## config.mk

```make
export PLATFORM = sky130hd
export DESIGN_NAME = serial_bls_sequencer
export DESIGN_NICKNAME = d
export VERILOG_FILES = /design/src/rtl/serial_bls_sequencer_pkg.sv /design/src/rtl/serial_bls_sequencer_bls.sv /design/src/rtl/serial_bls_sequencer.sv
export SDC_FILE = /design/constraint.sdc
export NUM_CORES = 1
export LEC_CHECK = 0
export BUFFER_PORTS_ARGS = -buffer_cell sky130_fd_sc_hd__buf_2
export CORE_ASPECT_RATIO = 1.4
export CORE_MARGIN = 1.5
export CORE_UTILIZATION = 50
export CTS_CLUSTER_DIAMETER = 40
export DETAILED_ROUTE_END_ITERATION = 16
export PLACE_DENSITY = 0.74
export SLEW_MARGIN = 0
export SYNTH_ARGS = -nofsm -noshare
export SYNTH_HDL_FRONTEND = slang
export SYNTH_SLANG_ARGS = --single-unit
```

## constraint.sdc

```tcl
create_clock -name clk -period 5.15 [get_ports clk]
set_input_delay 1.03 -clock clk [delete_from_list [all_inputs] [get_ports clk]]
set_output_delay 1.03 -clock clk [all_outputs]
set_load 0.005 [all_outputs]
```

## src/rtl/serial_bls_sequencer_pkg.sv

```systemverilog
`default_nettype none
// ============================================================================
//  Module      : serial_bls_sequencer_pkg
//  Description : Shared state encoding and nibble width for the nibble-serial
//                borrow-lookahead subtraction sequencer.
//  Revision    : 1.0 - initial release
// ============================================================================
package serial_bls_sequencer_pkg;

    // Width of the shared subtractor slice; one slice is processed per clock.
    localparam int NIBBLE_W = 4;

    // Sequencer states. Encoding 2'd3 is unused and recovers to ST_IDLE.
    typedef enum logic [1:0] {
        ST_IDLE = 2'd0,
        ST_RUN  = 2'd1,
        ST_DONE = 2'd2
    } state_t;

endpackage : serial_bls_sequencer_pkg
`default_nettype wire

```

## src/rtl/serial_bls_sequencer_bls.sv

```systemverilog
`default_nettype none
// ============================================================================
//  Module      : Lab2_4_bit_BLS_behavioral
//  Description : Combinational 4-bit borrow-lookahead subtractor computing
//                o_diff = i_a - i_b - i_bin with borrow-out o_bout.
//  Revision    : 1.0 - initial release
// ============================================================================
module Lab2_4_bit_BLS_behavioral
    import serial_bls_sequencer_pkg::*;
(
    input  logic [NIBBLE_W-1:0] i_a,
    input  logic [NIBBLE_W-1:0] i_b,
    input  logic                i_bin,
    output logic [NIBBLE_W-1:0] o_diff,
    output logic                o_bout
);

    // Borrow generate: bit position borrows regardless of incoming borrow.
    // Borrow propagate: bit position passes an incoming borrow through.
    logic [NIBBLE_W-1:0] w_g;
    logic [NIBBLE_W-1:0] w_p;
    logic [NIBBLE_W:0]   w_c;

    assign w_g = ~i_a & i_b;
    assign w_p = ~(i_a ^ i_b);

    // Flattened lookahead equations so every borrow is two levels deep.
    assign w_c[0] = i_bin;
    assign w_c[1] = w_g[0] | (w_p[0] & i_bin);
    assign w_c[2] = w_g[1] | (w_p[1] & w_g[0]) | (w_p[1] & w_p[0] & i_bin);
    assign w_c[3] = w_g[2] | (w_p[2] & w_g[1]) | (w_p[2] & w_p[1] & w_g[0])
                  | (w_p[2] & w_p[1] & w_p[0] & i_bin);
    assign w_c[4] = w_g[3] | (w_p[3] & w_g[2]) | (w_p[3] & w_p[2] & w_g[1])
                  | (w_p[3] & w_p[2] & w_p[1] & w_g[0])
                  | (w_p[3] & w_p[2] & w_p[1] & w_p[0] & i_bin);

    assign o_diff = i_a ^ i_b ^ w_c[NIBBLE_W-1:0];
    assign o_bout = w_c[NIBBLE_W];

endmodule : Lab2_4_bit_BLS_behavioral
`default_nettype wire

```

## src/rtl/serial_bls_sequencer.sv

```systemverilog
`default_nettype none
// ============================================================================
//  Module      : serial_bls_sequencer
//  Description : Nibble-serial subtractor controller. Computes
//                Diff = X - Y - Bin one nibble per clock (LSB first) through a
//                single shared 4-bit borrow-lookahead subtractor, with
//                start/busy/done handshake and Bout/zero/ovf flags.
//  Revision    : 1.0 - initial release
// ============================================================================
module serial_bls_sequencer
    import serial_bls_sequencer_pkg::*;
#(
    parameter int WIDTH = 16
) (
    input  logic             clk,
    input  logic             rst,
    input  logic             start,
    input  logic [WIDTH-1:0] X,
    input  logic [WIDTH-1:0] Y,
    input  logic             Bin,
    output logic             busy,
    output logic             done,
    output logic [WIDTH-1:0] Diff,
    output logic             Bout,
    output logic             zero,
    output logic             ovf
);

    localparam int NIBBLES = WIDTH / NIBBLE_W;
    localparam int c_cnt_w = (NIBBLES > 1) ? $clog2(NIBBLES) : 1;
    localparam logic [c_cnt_w-1:0] c_last_cnt = c_cnt_w'(NIBBLES - 1);

    state_t               state_q,  state_d;
    logic [c_cnt_w-1:0]   cnt_q,    cnt_d;
    logic [WIDTH-1:0]     x_q,      x_d;
    logic [WIDTH-1:0]     y_q,      y_d;
    logic                 borrow_q, borrow_d;
    logic [WIDTH-1:0]     diff_q,   diff_d;
    logic                 bout_q,   bout_d;
    logic                 zero_q,   zero_d;
    logic                 ovf_q,    ovf_d;
    logic                 busy_q,   busy_d;
    logic                 done_q,   done_d;

    logic [NIBBLE_W-1:0]  w_x_nib;
    logic [NIBBLE_W-1:0]  w_y_nib;
    logic [NIBBLE_W-1:0]  w_bls_diff;
    logic                 w_bls_bout;

    // Present the current nibble of the latched operands to the shared slice.
    assign w_x_nib = x_q[cnt_q*NIBBLE_W +: NIBBLE_W];
    assign w_y_nib = y_q[cnt_q*NIBBLE_W +: NIBBLE_W];

    Lab2_4_bit_BLS_behavioral u_bls (
        .i_a    (w_x_nib),
        .i_b    (w_y_nib),
        .i_bin  (borrow_q),
        .o_diff (w_bls_diff),
        .o_bout (w_bls_bout)
    );

    // Next-state, datapath and flag computation; outputs are registered from
    // the same next values so busy/done line up with the state register.
    always_comb begin
        state_d  = state_q;
        cnt_d    = cnt_q;
        x_d      = x_q;
        y_d      = y_q;
        borrow_d = borrow_q;
        diff_d   = diff_q;
        bout_d   = bout_q;
        zero_d   = zero_q;
        ovf_d    = ovf_q;
        busy_d   = 1'b0;
        done_d   = 1'b0;

        case (state_q)
            ST_IDLE, ST_DONE: begin
                if (start) begin
                    // Accepting a request clears the previous result so no
                    // stale flags survive into the new operation.
                    x_d      = X;
                    y_d      = Y;
                    borrow_d = Bin;
                    cnt_d    = '0;
                    diff_d   = '0;
                    bout_d   = 1'b0;
                    zero_d   = 1'b0;
                    ovf_d    = 1'b0;
                    busy_d   = 1'b1;
                    state_d  = ST_RUN;
                end else begin
                    state_d  = ST_IDLE;
                end
            end

            ST_RUN: begin
                diff_d[cnt_q*NIBBLE_W +: NIBBLE_W] = w_bls_diff;
                borrow_d = w_bls_bout;
                if (cnt_q == c_last_cnt) begin
                    // Flags use diff_d so the final nibble is included.
                    bout_d  = w_bls_bout;
                    zero_d  = (diff_d == '0);
                    ovf_d   = (x_q[WIDTH-1] ^ y_q[WIDTH-1])
                            & (diff_d[WIDTH-1] ^ x_q[WIDTH-1]);
                    done_d  = 1'b1;
                    state_d = ST_DONE;
                end else begin
                    cnt_d   = cnt_q + 1'b1;
                    busy_d  = 1'b1;
                end
            end

            default: begin
                state_d = ST_IDLE;
            end
        endcase
    end

    // State, operand and result registers with synchronous reset priority.
    always_ff @(posedge clk) begin
        if (rst) begin
            state_q  <= ST_IDLE;
            cnt_q    <= '0;
            x_q      <= '0;
            y_q      <= '0;
            borrow_q <= 1'b0;
            diff_q   <= '0;
            bout_q   <= 1'b0;
            zero_q   <= 1'b0;
            ovf_q    <= 1'b0;
            busy_q   <= 1'b0;
            done_q   <= 1'b0;
        end else begin
            state_q  <= state_d;
            cnt_q    <= cnt_d;
            x_q      <= x_d;
            y_q      <= y_d;
            borrow_q <= borrow_d;
            diff_q   <= diff_d;
            bout_q   <= bout_d;
            zero_q   <= zero_d;
            ovf_q    <= ovf_d;
            busy_q   <= busy_d;
            done_q   <= done_d;
        end
    end

    assign busy = busy_q;
    assign done = done_q;
    assign Diff = diff_q;
    assign Bout = bout_q;
    assign zero = zero_q;
    assign ovf  = ovf_q;

endmodule : serial_bls_sequencer
`default_nettype wire

```

==> impl_metrics.toml, run 1 <==
[global_route]
grt_pass1_vias = 2233
grt_max_degree = 59
grt_pass1_wl_mm = 9.867
antenna_found_initial = 0
track_usage_pct = 22.45
grt_overflow_total = 0

[floorplanning]
core-area_mm2 = 0.005159
start_util_pct = 51.73
rows = 31
die_h_um = 89.45
die-area_mm2 = 0.005791
io_pins = 57
die_w_um = 64.75

[finish]
layout-drive-gt1-share_pct = 23.20
final_cell_mix = "70 x nand2_1, 58 x dfxtp_1, 56 x buf_2, 41 x a21oi_1, 23 x nor2_1"
antenna_cells = 0
final_common_cell = "nand2_1"
final_area_mm2 = 0.003118
area_delta_synth_final_pct = 16.83
nets = 406

[clocking]
cts_tree = "yes"
worstSkewPairLatency_ps = 340
cts.sinks = 58
clk_pin_slew_ps = 70
numCtsBuffers = 9
cts_buffer_depth = 2
h-tree-depth = 3
post-cts-setup-buffers = 0
postCtsHoldBufs = 0
clockRootBuffer = "clkbuf_8"
ctsResizeCount = 0

[worst_setup_path]
r2r_slack_ps = 2100
crit_family = "flip-flops"
path_max_fanout = 18
crit_buf_inv = 1
endpoint_kind = "flop"
worstReg2RegEnd = "Diff[2]$_SDFFE_PP0P_"
cp_slowest_cell = "dfxtp_1"
cp_cell_sequence = "mux4_2, inv_1, ha_1, a211o_1, o21ai_1, xor2_1, a32oi_1, nor2_1"
crit_required_ps = 5410
crit_start = "cnt_q[0]$_SDFFE_PP0P_"
crit_arrival_ps = 3310
critPathMaxStageDelay_ps = 890
cp-start-kind = "flop"
crit_type = "flop to flop"
r2r_start = "cnt_q[0]$_SDFFE_PP0P_"
worst-r2r-cell-count = 8

[sta]
min_period_ps = 3049
slew_headroom_pct = 21.43
clock_skew_ps = 9.467
setup_ws_ps = 2101
setup_viol = 0
rsz0062_at_grt = "no"
setup_tns_ps = 0
tightest_slew_ps = 1179
finalCritPeriodShare_pct = 59.21
final_max_slew_viol_count = 0
finalHoldViolCount = 0
fmax_mhz = 328.0

[synth]
syn_area_per_cell_um2 = 8.637
synth_edf_count = 0
ys_async_sr_fraction_pct = 0
ys_ff_latch = 58
yosysTopAreaCellShare_pct = 43.51
synth.net_count = 356
synth_area_leaders = "dfxtp_1 44%, nand2_1 9.8%, a21oi_1 7.7%"
syn-cell-area_mm2 = 0.002669
synthDistinctLibCells = 40
synth_ff_type = "dfxtp_1"
yosys_warnings = 0
synth_top_area_cell = "dfxtp_1"
seq_area_frac_synth_pct = 43.51
netlist_instances = 309

[drt]
antenna_left = 0
viasPerCell = 5.430
first_iter_violations = 165
routed_wl_mm = 6.107
first_pass_iters = 4
wl_per_cell_um = 14.27
vias = 2324
drc = 0

[run_status]
status = "complete, no violations"

[place]
routabilityCongestion = 0.9195
dp_hpwl_mm = 4.441
postPlaceCellArea_mm2 = 0.002959
post-place-ws_ps = 2085
io_buffers = 56

[pwr]
p_leak_nw = 1.292
ir_drop_mv = 0.1524
power_density_mw_per_mm2 = 318.2

[min_path]
worstHoldStart = "x_q[13]$_SDFFE_PP0P_"
min_to = "x_q[13]$_SDFFE_PP0P_"
min_path_type = "flop to flop"
whs_path_depth = 2

[flow_run]
max_cap_viol_count = 0
==> Yosys cell counts (3+ instances only) <==
cell / n
a22oi_1: 10
ha_1: 10
clkbuf_1: 11
buf_2: 6
nor3_1: 6
a21oi_1: 41
nand3b_1: 4
xor2_1: 3
nand2_1: 70
nor2_1: 23
a32oi_1: 4
nand3_1: 3
dfxtp_1: 58
mux4_2: 8
inv_1: 16
o21ai_1: 7
==> layer usage <==
metal  GRT usage, %  up-vias  part of all wire [%]
met5              0        -                     0
met4          11.61        0                   1.9
met3          5.668        9                   4.3
met2          40.02       66                    54
met1          24.60     1086                    40
li1               -     1163                     -
==> worst reg2reg max path, stage by stage, from the launching register on <==
cell and delay (ps):
dfxtp_1 890, mux4_2 610, inv_1 120, ha_1 240, a211o_1 310, o21ai_1 100, xor2_1 390, a32oi_1 170
nor2_1 140
==> stage by stage <==
stage | power (mW) | hold slack (ps) | utilization, % | instances
after floorplan | 0.6105 | 433.1 | - | 309
after detailed placement | 0.6540 | 447.3 | 57.36 | 414
after global placement | 0.6500 | 440.5 | 57.36 | 414
final | 0.9920 | 455.0 | 60.44 | 428
after CTS | 1.001 | 455.6 | 60.44 | 428
after global routing | 1.045 | 475.2 | 60.44 | 428
==> registers in the layout (all words and copies together), names as in the netlist <==
name and flops:
y_q 16, Bout 1, busy 1, done 1, state_q 2, borrow_q 1
Diff 16, cnt_q 2, x_q 16, zero 1, ovf 1
==> area by class of cell <==
cell class	count	area, um2
fill	470	2041
clock inverter	3	17.52
multi-input combinational	217	1368
timing repair buffer	57	287.8
tap	66	82.58
sequential	58	1161
inverter	16	60.06
clock buffer	11	141.4
==> logic make-up after synthesis <==
family                     count (synthesis)  share of synthesized area, %
adders and majority gates                 11                         5.438
and+or+nand+nor                          117                         19.69
buffers and inverters                     34                         5.345
xor gates and xnor gates                   4                         1.313
AOI/OAI and AO/OA                         74                         16.78
DFF                                       58                         43.51
muxes                                     11                         7.923
==> report_power, final <==
part	total [mW]	internal [mW]	switching (mW)
clock	0.347	0.180	0.167
sequential	0.487	0.469	0.0174
combinational	0.158	0.0672	0.0908
==> worst max path at each step <==
stage | end | slack, ps | cells past startpoint
3_5_place_dp | Diff[2]$_SDFFE_PP0P_ | 2080 | 8
3_3_place_gp | zero$_SDFFE_PP0P_ | 2220 | 8
5_1_grt | Diff[2]$_SDFFE_PP0P_ | 1850 | 8
2_1_floorplan | zero$_SDFFE_PP0P_ | 2530 | 8
6_report | Diff[2]$_SDFFE_PP0P_ | 2100 | 8
4_1_cts | Diff[2]$_SDFFE_PP0P_ | 2050 | 8
Note: power is estimated with default switching activity, not from simulation.
==> inputs of run 2 (changes only) <==
==> constraint.sdc (replaced) <==
create_clock -name clk -period 3.15 [get_ports clk]
set_input_delay 0.63 -clock clk [delete_from_list [all_inputs] [get_ports clk]]
set_output_delay 0.63 -clock clk [all_outputs]
set_load 0.005 [all_outputs]
==> run 2 against run 1 <==
  * Count of clock-buffer cells in the layout rose by 1
  * Die area did not move
  * Via count fell by 0.77%
  * Sequential power rose by 63%
  * First-iteration DRC count fell by 34%
  * Total power rose by 72%
  * Critical path depth did not move
  * Sequential share of layout area fell by 0.75 points
  * Final cell count rose by 1.4%
  * Critical endpoint is now zero$_SDFFE_PP0P_
  * Highest routed layer unchanged
==> impl_metrics.toml, run 2 (synthesized netlist as in run 1, its figures left out) <==
[finish]
final_cell_mix = "70 x nand2_1, 58 x dfxtp_1, 56 x buf_2, 41 x a21oi_1, 23 x nor2_1"
fin_cells = 434
layout-drive-gt1-share_pct = 24.18
multi_input_area_mm2 = 0.001368
seq_area_mm2 = 0.001161
final_common_cell = "nand2_1"
nets = 411
area_delta_synth_final_pct = 19.22
antenna_cells = 0
fill_cells = 495

[sta]
setup_tns_ps = 0
finalCritPeriodShare_pct = 86.98
setup_viol = 0
whs_ps = 453.4
setup_ws_ps = 410.0
rsz0062_at_grt = "no"
final_max_slew_viol_count = 0
clock_skew_ps = 7.556
finalHoldViolCount = 0
tightest_slew_ps = 673.6
min_period_ps = 2740
slew_headroom_pct = 54.89
fmax_mhz = 365.0

[global_route]
grt_pass1_vias = 2249
grt_overflow_total = 0
grt_max_degree = 35
track_usage_pct = 23.17
antenna_found_initial = 0
grt_pass1_wl_mm = 10.14

[floorplanning]
die-area_mm2 = 0.005791
rows = 31
io_pins = 57
die_w_um = 64.75
core-area_mm2 = 0.005159
start_util_pct = 51.73
die_h_um = 89.45

[clocking]
clk_pin_slew_ps = 70
clockRootBuffer = "clkbuf_8"
cts.sinks = 58
post-cts-setup-buffers = 0
ctsResizeCount = 0
h-tree-depth = 3
cts_tree = "yes"
postCtsHoldBufs = 0
cts_buffer_depth = 2
worstSkewPairLatency_ps = 330
numCtsBuffers = 9

[drt]
highest_layer = "met4"
drc = 0
detailroute.wirelength.met3_um = 216
first_iter_violations = 109
met2_length_mm = 3.185
vias = 2306
met1_length_mm = 2.554
wl_per_cell_um = 13.97
routed_wl_mm = 6.061
first_pass_iters = 4
viasPerCell = 5.313
antenna_left = 0

[place]
place_inst = 419
dp_hpwl_mm = 4.491
io_buffers = 56
routabilityCongestion = 0.9680
post-place-ws_ps = 391.7

[min_path]
min_path_type = "flop to flop"

[worst_setup_path]
endpoint_kind = "flop"
cp-start-kind = "flop"
path_max_fanout = 9
cp_common_cell = "o21ai_1"
crit_type = "flop to flop"
crit_required_ps = 3370
cp_cell_sequence = "mux4_2, inv_1, ha_1, a211o_1, o21ai_1, xor2_1, o22a_1, o21ai_1"
cp_slowest_cell = "dfxtp_1"
critPathMaxStageDelay_ps = 650
crit_arrival_ps = 2960

[flow_run]
max_cap_viol_count = 0

[pwr]
power_density_mw_per_mm2 = 536.8
ir_drop_mv = 0.3014
p_leak_nw = 1.333
power_mw = 1.708

[run_status]
status = "complete, no violations"
-- run 2: changes by cell type in the layout (fill, tap and decap cells not counted), sizes merged --
cell      before  now
bufinv         0    1
clkinvlp       1    0
buf           57   62
clkbuf        11   12
-- run 2: cell type report --
| cell class | instances | share of cell area [%] |
|---|---|---|
| Timing Repair Buffer | 62 | 10.22 |
| Sequential cell | 58 | 36.49 |
| Inverter | 16 | 1.888 |
| Multi-Input combinational cell | 217 | 42.98 |
| Clock inverter | 3 | 1.258 |
| Clock buffer | 12 | 4.562 |
| Tap cell | 66 | 2.595 |
-- run 2: worst paths after layout --
| path | slack [ps] | cells after the start | to | startpoint |
|---|---|---|---|---|
| worst min-delay path | 450 | 2 | y_q[12]$_SDFFE_PP0P_ | y_q[12]$_SDFFE_PP0P_ |
| worst min register to register | 450 | 2 | y_q[12]$_SDFFE_PP0P_ | y_q[12]$_SDFFE_PP0P_ |
| worst max-delay path | 410 | 8 | zero$_SDFFE_PP0P_ | cnt_q[0]$_SDFFE_PP0P_ |
| worst max register to register | 410 | 8 | zero$_SDFFE_PP0P_ | cnt_q[0]$_SDFFE_PP0P_ |
-- run 2: metrics by stage --
step | utilization (%) | area [um2]
floorplan | - | 2669
global placement | 58.09 | 2997
detailed placement | 58.09 | 2997
CTS | 61.68 | 3182
global route | 61.68 | 3182
finish | 61.68 | 3182
-- run 2: routing by layer --
layer | global-route usage [%] | vias to the layer above
li1 | - | 1172
met5 | 0 | -
met3 | 5.542 | 9
met2 | 41.89 | 57
met1 | 25.56 | 1068
met4 | 10.83 | 0
-- run 2: worst max-delay path, delay by kind of cell, from the launching register on --
family,cells,cell delay (ps)
flops,1,650
fa+ha+maj,1,240
buf+inv,1,120
mux,1,560
xor+xnor,1,400
compound gates,4,660
-- run 2: where the power goes --
group / internal [mW] / switching [mW] / total, mW
clock network: 0.380 / 0.270 / 0.650
logic: 0.114 / 0.151 / 0.266
registers: 0.767 / 0.0255 / 0.793
==> inputs of run 3 (changes only) <==
--- a/config.mk
+++ b/config.mk
@@ -9,9 +9,11 @@
 export CORE_ASPECT_RATIO = 1.4
 export CORE_MARGIN = 1.5
 export CORE_UTILIZATION = 50
+export CTS_BUF_LIST = sky130_fd_sc_hd__clkbuf_16
 export CTS_CLUSTER_DIAMETER = 40
 export DETAILED_ROUTE_END_ITERATION = 16
 export PLACE_DENSITY = 0.74
+export REMOVE_ABC_BUFFERS = 1
 export SLEW_MARGIN = 0
 export SYNTH_ARGS = -nofsm -noshare
 export SYNTH_HDL_FRONTEND = slang
==> run 3 against run 2 <==
  * Maximum frequency increased by 5.5%
  * Highest routed layer unchanged
  * Register-to-register slack better by 140 ps
  * Sequential power hardly changed
  * Count of clock-buffer cells in the layout is 3 lower
  * Core utilization rose by 1.5 points
  * Clock power rose by 26%
  * Cell area grew 2.4%
  * Routed wire length decreased by 3.6%
  * Final cell count rose by 0.46%
  * Die area is the same
==> impl_metrics.toml, run 3 (synthesized netlist as in run 1, its figures left out) <==
[worst_setup_path]
cp_cell_sequence = "buf_4, mux4_2, ha_1, a211o_1, o21ai_1, xor2_1, o22a_1, o21ai_1"
endpoint_kind = "flop"
cp_common_cell = "o21ai_1"
path_max_fanout = 6
critPathMaxStageDelay_ps = 500
r2r_slack_ps = 550
cp-start-kind = "flop"
crit_family = "compound AO/OA/AOI/OAI gates"
crit_type = "flop to flop"
crit_arrival_ps = 2810
worstReg2RegEnd = "zero$_SDFFE_PP0P_"
crit_cells = 8
worst-r2r-cell-count = 8
r2r_start = "cnt_q[0]$_SDFFE_PP0P_"
cp_slowest_cell = "mux4_2"
crit_buf_inv = 1
crit_required_ps = 3360

[finish]
area_delta_synth_final_pct = 22.13
final_common_cell = "nand2_1"
final_area_mm2 = 0.003259
layout-drive-gt1-share_pct = 24.05
antenna_cells = 0
fin_cells = 436
nets = 412
fin_util_pct = 63.18
final_cell_mix = "70 x nand2_1, 58 x dfxtp_1, 56 x buf_2, 41 x a21oi_1, 23 x nor2_1"

[sta]
clock_skew_ps = 9.075
whs_ps = 455.4
fmax_mhz = 385.0
tightest_slew_ps = 621.3
min_period_ps = 2598
setup_tns_ps = 0
finalHoldViolCount = 0
rsz0062_at_grt = "no"
finalCritPeriodShare_pct = 82.47
setup_viol = 0
final_max_slew_viol_count = 0
slew_headroom_pct = 58.39

[place]
dp_hpwl_mm = 4.174
postPlaceCellArea_mm2 = 0.003004
routabilityCongestion = 0.8663
place_inst = 420
io_buffers = 56

[clocking]
cts.sinks = 58
clk_pin_slew_ps = 50
post-cts-setup-buffers = 0
postCtsHoldBufs = 0
worstSkewPairLatency_ps = 320
cts_buffer_depth = 2
numCtsBuffers = 9
ctsResizeCount = 0
cts_tree = "yes"
clockRootBuffer = "clkbuf_16"
h-tree-depth = 3

[run_status]
status = "complete, no violations"

[drt]
routed_wl_mm = 5.844
vias = 2323
wl_per_cell_um = 13.40
antenna_left = 0
first_pass_iters = 4
drc = 0
first_iter_violations = 138
viasPerCell = 5.328

[min_path]
min_path_type = "flop to flop"
min_to = "x_q[13]$_SDFFE_PP0P_"
worstHoldStart = "x_q[13]$_SDFFE_PP0P_"
whs_path_depth = 2

[global_route]
grt_pass1_vias = 2144
grt_max_degree = 34
grt_pass1_wl_mm = 9.432
grt_overflow_total = 0
antenna_found_initial = 0
track_usage_pct = 21.84

[floorplanning]
die_h_um = 89.45
rows = 31
start_util_pct = 51.73
core-area_mm2 = 0.005159
die_w_um = 64.75
io_pins = 57
die-area_mm2 = 0.005791

[pwr]
p_leak_nw = 1.382
ir_drop_mv = 0.3448
power_density_mw_per_mm2 = 577.3

[flow_run]
max_cap_viol_count = 0
## run 3: cell count changes in the layout (fill, tap and decap cells not counted), sizes merged
cell / delta
inv: +3
bufinv: -1
clkinv: +2
clkbuf: -3
buf: +1
## run 3: area by class of cell
cell class,instances,area (um2)
inverters,16,60.06
flip-flops and latches,58,1161
clock buffers,9,225.2
multi-input cells,217,1368
clock inverters,7,30.03
fillers,469,1899
well taps,66,82.58
repair buffers,63,332.8
## run 3: worst max-delay path by stage
stage / start / slack [ps] / end
finish: cnt_q[0]$_SDFFE_PP0P_ / 550 / zero$_SDFFE_PP0P_
CTS: cnt_q[0]$_SDFFE_PP0P_ / 520 / zero$_SDFFE_PP0P_
global route: cnt_q[0]$_SDFFE_PP0P_ / 320 / Diff[2]$_SDFFE_PP0P_
floorplan: cnt_q[0]$_SDFFE_PP0P_ / 450 / zero$_SDFFE_PP0P_
detailed placement: cnt_q[0]$_SDFFE_PP0P_ / 510 / zero$_SDFFE_PP0P_
global placement: cnt_q[0]$_SDFFE_PP0P_ / 580 / zero$_SDFFE_PP0P_
## run 3: layer usage
metal / GRT usage [%] / part of all wire, % / up-vias
met5: 0 / 0 / -
met4: 11.99 / 1.8 / 0
met3: 7.053 / 5.0 / 8
met2: 37.68 / 52 / 72
met1: 23.75 / 41 / 1070
li1: - / - / 1173
## run 3: worst reg2reg max path, cell delays in order, from the launching register on
cell,delay (ps)
dfxtp_1,490
buf_4,220
mux4_2,500
ha_1,220
a211o_1,300
o21ai_1,100
xor2_1,430
o22a_1,190
o21ai_1,50
## run 3: where the power goes
part	switching (mW)	leakage, nW	total (mW)	internal (mW)
Combinational	0.153	0.768	0.268	0.116
Sequential	0.0228	0.473	0.792	0.769
Clock	0.308	0.140	0.822	0.514
## run 3: through the flow
stage,setup slack [ps],power [mW]
global route,316.8,1.977
floorplan,449.0,0.9807
finish,552.3,1.882
CTS,515.1,1.897
detailed placement,507.5,1.072
global placement,580.6,1.067
